$ cat src/rtl/store_merge_queue.sv
// store_merge_queue: two-stage LSU store queue.
//   A speculative FIFO takes translated stores. Committed stores move to a
//   committed FIFO, which drains to the data cache port. The queue also gives
//   the load unit a page-offset hazard check against every pending store.
//
// Optional feature macro: STORE_MERGE_EN
//   defined   : a committing store that targets the same aligned word as the
//               committed tail is merged into that tail entry. It never merges
//               into the committed head.
//   undefined : every commit allocates a new committed entry.
//
// Ports:
//   clk_i, rst_i          clock, asynchronous active-high reset
//   flush_i               drop all speculative entries
//   valid_i / ready_o     store push from translation / speculative FIFO not full
//   paddr_i, data_i,
//   be_i, size_i          store payload (data pre-aligned)
//   commit_i /
//   commit_ready_o        commit the oldest speculative store / commit accepted
//   page_offset_i         load page offset to check
//   page_offset_matches_o a pending store targets the same word offset
//   no_st_pending_o       both FIFOs empty
//   req_o / gnt_i         cache write request / grant
//   req_addr_o, req_data_o,
//   req_be_o, req_size_o  committed head payload (size 3 = merged word)
module store_merge_queue #(
    parameter int unsigned SPEC_DEPTH   = 4,
    parameter int unsigned COMMIT_DEPTH = 8,
    parameter int unsigned PLEN         = 56,
    parameter int unsigned XLEN         = 64,
    parameter int unsigned BE_W         = XLEN / 8
) (
    input  logic            clk_i,
    input  logic            rst_i,
    input  logic            flush_i,
    input  logic            valid_i,
    output logic            ready_o,
    input  logic [PLEN-1:0] paddr_i,
    input  logic [XLEN-1:0] data_i,
    input  logic [BE_W-1:0] be_i,
    input  logic [1:0]      size_i,
    input  logic            commit_i,
    output logic            commit_ready_o,
    input  logic [11:0]     page_offset_i,
    output logic            page_offset_matches_o,
    output logic            no_st_pending_o,
    output logic            req_o,
    input  logic            gnt_i,
    output logic [PLEN-1:0] req_addr_o,
    output logic [XLEN-1:0] req_data_o,
    output logic [BE_W-1:0] req_be_o,
    output logic [1:0]      req_size_o
);

    localparam int unsigned SPTR_W  = $clog2(SPEC_DEPTH);
    localparam int unsigned SCNT_W  = SPTR_W + 1;
    localparam int unsigned CPTR_W  = $clog2(COMMIT_DEPTH);
    localparam int unsigned CCNT_W  = CPTR_W + 1;
    localparam int unsigned OFF_LSB = $clog2(BE_W);

    typedef struct packed {
        logic [PLEN-1:0] paddr;
        logic [XLEN-1:0] data;
        logic [BE_W-1:0] be;
        logic [1:0]      size;
    } entry_t;

    entry_t spec_q   [SPEC_DEPTH];
    entry_t commit_q [COMMIT_DEPTH];

    logic [SPTR_W-1:0] spec_head, spec_tail;
    logic [SCNT_W-1:0] spec_count;
    logic [CPTR_W-1:0] commit_head, commit_tail;
    logic [CCNT_W-1:0] commit_count;

    entry_t spec_in;
    entry_t spec_head_e;
    logic   push, commit_fire, pop, merge_hit, alloc;

    // Word offset bits below the compare range are intentionally dropped.
    logic unused_low_bits;
    assign unused_low_bits = ^{paddr_i[OFF_LSB-1:0], page_offset_i[OFF_LSB-1:0]};

    // Incoming store, word-aligned.
    assign spec_in.paddr = {paddr_i[PLEN-1:OFF_LSB], {OFF_LSB{1'b0}}};
    assign spec_in.data  = data_i;
    assign spec_in.be    = be_i;
    assign spec_in.size  = size_i;

    assign spec_head_e = spec_q[spec_head];

    // Handshake status, all from registered state.
    assign ready_o         = spec_count != SCNT_W'(SPEC_DEPTH);
    assign commit_ready_o  = (spec_count != SCNT_W'(0)) &&
                             ((commit_count != CCNT_W'(COMMIT_DEPTH)) || merge_hit);
    assign req_o           = commit_count != CCNT_W'(0);
    assign no_st_pending_o = (spec_count == SCNT_W'(0)) && (commit_count == CCNT_W'(0));

    assign push        = valid_i && ready_o && !flush_i;
    assign commit_fire = commit_i && commit_ready_o;
    assign pop         = req_o && gnt_i;
    assign alloc       = commit_fire && !merge_hit;

    // Drain port shows the committed head; it only moves on a grant.
    assign req_addr_o = commit_q[commit_head].paddr;
    assign req_data_o = commit_q[commit_head].data;
    assign req_be_o   = commit_q[commit_head].be;
    assign req_size_o = commit_q[commit_head].size;

`ifdef STORE_MERGE_EN
    logic [CPTR_W-1:0] commit_tail_prev;
    entry_t            merged;

    assign commit_tail_prev = commit_tail - CPTR_W'(1);

    // Requiring two entries keeps the in-flight head out of the merge.
    assign merge_hit = (commit_count >= CCNT_W'(2)) &&
                       (commit_q[commit_tail_prev].paddr == spec_head_e.paddr);

    // Byte-merge the speculative head into the committed tail.
    always_comb begin : merge_calc
        merged = commit_q[commit_tail_prev];
        for (int b = 0; b < int'(BE_W); b++) begin
            if (spec_head_e.be[b]) begin
                merged.data[8*b +: 8] = spec_head_e.data[8*b +: 8];
            end
        end
        merged.be = commit_q[commit_tail_prev].be | spec_head_e.be;
        if (commit_q[commit_tail_prev].be != spec_head_e.be) begin
            merged.size = 2'd3;
        end
    end
`else
    assign merge_hit = 1'b0;
`endif

    // Payload storage; emptiness is tracked by the counters, not the contents.
    always_ff @(posedge clk_i) begin : storage
        if (push) begin
            spec_q[spec_tail] <= spec_in;
        end
`ifdef STORE_MERGE_EN
        if (commit_fire && merge_hit) begin
            commit_q[commit_tail_prev] <= merged;
        end
`endif
        if (alloc) begin
            commit_q[commit_tail] <= spec_head_e;
        end
    end

    // Pointers and counts; counts move by the net change each cycle.
    always_ff @(posedge clk_i or posedge rst_i) begin : ptrs
        if (rst_i) begin
            spec_head    <= '0;
            spec_tail    <= '0;
            spec_count   <= '0;
            commit_head  <= '0;
            commit_tail  <= '0;
            commit_count <= '0;
        end else begin
            if (flush_i) begin
                spec_head  <= '0;
                spec_tail  <= '0;
                spec_count <= '0;
            end else begin
                if (push) begin
                    spec_tail <= spec_tail + SPTR_W'(1);
                end
                if (commit_fire) begin
                    spec_head <= spec_head + SPTR_W'(1);
                end
                spec_count <= spec_count + SCNT_W'(push) - SCNT_W'(commit_fire);
            end
            if (alloc) begin
                commit_tail <= commit_tail + CPTR_W'(1);
            end
            if (pop) begin
                commit_head <= commit_head + CPTR_W'(1);
            end
            commit_count <= commit_count + CCNT_W'(alloc) - CCNT_W'(pop);
        end
    end

    // Load hazard: any live entry or the store on the input matches the word offset.
    always_comb begin : hazard
        logic [SPTR_W-1:0] s_rel;
        logic [CPTR_W-1:0] c_rel;
        s_rel = '0;
        c_rel = '0;
        page_offset_matches_o = valid_i &&
            (paddr_i[11:OFF_LSB] == page_offset_i[11:OFF_LSB]);
        for (int i = 0; i < int'(SPEC_DEPTH); i++) begin
            s_rel = SPTR_W'(i) - spec_head;
            if ((SCNT_W'(s_rel) < spec_count) &&
                (spec_q[i].paddr[11:OFF_LSB] == page_offset_i[11:OFF_LSB])) begin
                page_offset_matches_o = 1'b1;
            end
        end
        for (int i = 0; i < int'(COMMIT_DEPTH); i++) begin
            c_rel = CPTR_W'(i) - commit_head;
            if ((CCNT_W'(c_rel) < commit_count) &&
                (commit_q[i].paddr[11:OFF_LSB] == page_offset_i[11:OFF_LSB])) begin
                page_offset_matches_o = 1'b1;
            end
        end
    end

endmodule

$ cat config.mk
export PLATFORM = sky130hd
export DESIGN_NAME = store_merge_queue
export DESIGN_NICKNAME = d
export VERILOG_FILES = /design/src/rtl/store_merge_queue.sv
export SDC_FILE = /design/constraint.sdc
export NUM_CORES = 1
export LEC_CHECK = 0
export ABC_AREA = 1
export ABC_CLOCK_PERIOD_IN_PS = 9300
export BUFFER_PORTS_ARGS = -buffer_cell sky130_fd_sc_hd__buf_2
export CAP_MARGIN = 20
export CORE_UTILIZATION = 61
export DETAILED_ROUTE_END_ITERATION = 10
export HOLD_SLACK_MARGIN = 0.05
export PLACE_DENSITY_LB_ADDON = 0.08
export SLEW_MARGIN = 20
export SYNTH_ARGS = -nofsm -noshare
export SYNTH_HDL_FRONTEND = slang
export SYNTH_SLANG_ARGS = --single-unit
$ cat constraint.sdc
create_clock -name clk_i -period 9.3 [get_ports clk_i]
set_input_delay 0.93 -clock clk_i [delete_from_list [all_inputs] [get_ports clk_i]]
set_output_delay 0.93 -clock clk_i [all_outputs]
set_load 0.02 [all_outputs]
==> results.ini <==
[run_status]
run_status=complete, no violations

[synth]
ys_seq_area_share_pct=76.7
synth_area_per_cell_um2=14.0
yosys.area.top_type=edfxtp_1
synthTopCellsByArea=edfxtp_1 (76%), nor2_1 (4.3%), o21ai_0 (3.3%)
ys_types=35
ys_warn_count=0
synth-edff-count=1524
syn_area_um2=60200
netlist_instances=4310
yosys_register_bits=1541
ys_async_sr_fraction_pct=1.10
yosysTopAreaCellShare_pct=76.0
ys.flop_type=edfxtp_1

[setup_path]
crit_top_cell=buf_4
path_class=flip-flop to output port
cpPeakStageDelay_ns=0.94
worstPathArrival_ns=5.31
worstReg2RegEnd=commit_q[0][89]$_DFFE_PP_
rr_worst_depth=6
crit_slowest_cell=buf_4
reg2reg_slack_ns=5.42
critPathMaxFanout=101
crit_required_ns=8.37
crit_path_end_kind=output port
r2r-start=spec_head[0]$_DFFE_PP0P_
timing.critical_path.from=commit_head[0]$_DFFE_PP0P_
cp-start-kind=flip-flop
cp_cell_sequence=buf_4 > buf_4 > buf_4 > o21ai_0 > o2111ai_1 > buf_2

[clocking]
cts_tree=done
postCtsSetupRepairBufs=0
postCtsResizedCells=0
clockBufferDepth=3
cts_buffers=152
path_clk_slew_ns=0.06
ctsHoldBuffers=0
cts.sinks=1541
cts-root-buf=clkbuf_16
htree_levels=4
clock_latency_ns=0.75

[timing]
rsz0062_at_grt=false
max_freq_mhz=160
timing.final.crit_share_pct=67.1
whs_ns=0.360
setup_viol=0
min_period_ns=6.24
hold_viol=0
clock_skew_ns=0.0198
final.setup.tns_ns=0
relSlewSlack_pct=22.1
worstMarginPinSlew_ns=1.17
layout_setup_ws_ns=3.06
slew_violations=0

[final_layout]
final_util_pct=69.3
drive_above_1_share_pct=11.9
stdcell_count=5924
final_net_count=4695
design_area_um2=67500
area_growth_pct=12.0
fillers=6632

[power]
powerDensity_nw_per_um2=326
p_leak_nw=22.8
power.total_mw=22.0
ir_worst_vdd_uv=247

[min_path]
min_path_type=input port to async pin

[global_route]
grt_max_degree=137
overflow=0
antenna_found_initial=29
grt_pass1_vias=34300
grt_pass1_wl_um=211000
grt_usage_pct=28.7

[drt]
ant_nets=0
vias_per_cell=6.05
wl_per_cell_um=24.1
drc=0
routed_wl_um=143000
via_count=35900
drt-initial-drc-count=3743
first_pass_iters=5

[die]
io_pins=283
initial_core_util_pct=61.9
dieArea_um2=100000
die_height_um=316
die_w_um=316
core_area_um2=97300
std_cell_rows=114

[place]
dp_cells=5635
place_ws_ns=3.85
port_buffers=273
dp_hpwl_um=68300
place_area_um2=62600
gp_congestion=0.820

[run]
maxCapViolations=0

critical path: cells and delay by family (launching register included):
| kind | cells | cell delay (ns) |
|---|---|---|
| AOI/OAI and AO/OA | 2 | 0.64 |
| buffers and inverters | 4 | 2.88 |
| DFF | 1 | 0.80 |
synthesized netlist by cell type, types with 17 or more instances:
| cell | n |
|---|---|
| dfrtp_1 | 17 |
| edfxtp_1 | 1524 |
| inv_1 | 120 |
| o21ai_0 | 392 |
| o2111ai_1 | 126 |
| nor2_1 | 693 |
| xnor2_1 | 33 |
| o21a_1 | 119 |
| nand2_1 | 280 |
| o21ai_1 | 107 |
| buf_2 | 125 |
| ha_1 | 31 |
| xor2_1 | 24 |
| a22oi_1 | 130 |
| nand3_1 | 384 |
| clkbuf_1 | 114 |
registers in the layout, summed over array words and instances, names as in the netlist:
| signal | flops |
|---|---|
| commit_q | 1016 |
| spec_count | 3 |
| commit_head | 3 |
| spec_q | 508 |
| spec_tail | 2 |
| commit_count | 4 |
| spec_head | 2 |
| commit_tail | 3 |
per-layer routing:
metal | vias up | track usage [%] | routed length [um]
met5 | - | 0 | 155
met4 | 22 | 10.2 | 4260
met3 | 248 | 5.28 | 10600
met2 | 1380 | 47.0 | 69200
met1 | 17800 | 39.1 | 58500
li1 | 16400 | - | -
cells by family after synthesis:
logic type	count (synthesis)	synth area share, %
AOI/OAI and AO/OA	915	9.55
xor gates and xnor gates	57	0.829
adders and majority gates	33	0.711
buffers and inverters	393	2.81
DFF	1541	76.7
other	1	0.00623
and+or+nand+nor	1370	9.38
worst max path at each step:
stage                               endpoint  slack, ns
global placement              req_addr_o[30]       3.88
CTS                           req_addr_o[30]       3.05
global route                  req_data_o[43]       2.79
floorplan           commit_q[0][0]$_DFFE_PP_       1.99
finish                        req_data_o[21]       3.06
detailed placement            req_addr_o[30]       3.85
area by class of cell:
| class | count | area, um^2 | share of cell area, % |
|---|---|---|---|
| Antenna cell | 9 | 22.5 | 0.0334 |
| Clock buffer | 199 | 4150 | 6.15 |
| Clock inverter | 80 | 706 | 1.05 |
| Inverter | 127 | 494 | 0.733 |
| Multi-Input combinational cell | 2378 | 12500 | 18.5 |
| Sequential cell | 1541 | 46200 | 68.5 |
| Tap cell | 1276 | 1600 | 2.37 |
| Timing Repair Buffer | 314 | 1820 | 2.70 |
placed cells by master, fill, tap and decap left out, drive strengths merged:
| master | count |
|---|---|
| nor3 | 4 |
| nand4 | 3 |
| a21boi | 3 |
| or2 | 3 |
| diode | 9 |
| inv | 133 |
| a211oi | 1 |
| o21ai | 499 |
| o211ai | 16 |
| ha | 31 |
| o21a | 119 |
| clkinv | 59 |
| clkinvlp | 4 |
| bufinv | 11 |
| fa | 2 |
| nand3 | 384 |
| edfxtp | 1524 |
| a21oi | 13 |
| xnor2 | 33 |
| o221ai | 6 |
| buf | 314 |
| o2111ai | 126 |
| nor2 | 695 |
| a22oi | 130 |
| dfrtp | 17 |
| conb | 3 |
| xor2 | 24 |
| a31oi | 2 |
| nand2 | 281 |
| clkbuf | 199 |
where the power goes:
group	total (mW)	internal (mW)	switching (mW)
Clock	5.96	3.46	2.51
Combinational	6.71	1.65	5.06
Sequential	9.29	9.05	0.237
(Power assumes the default switching activity.)
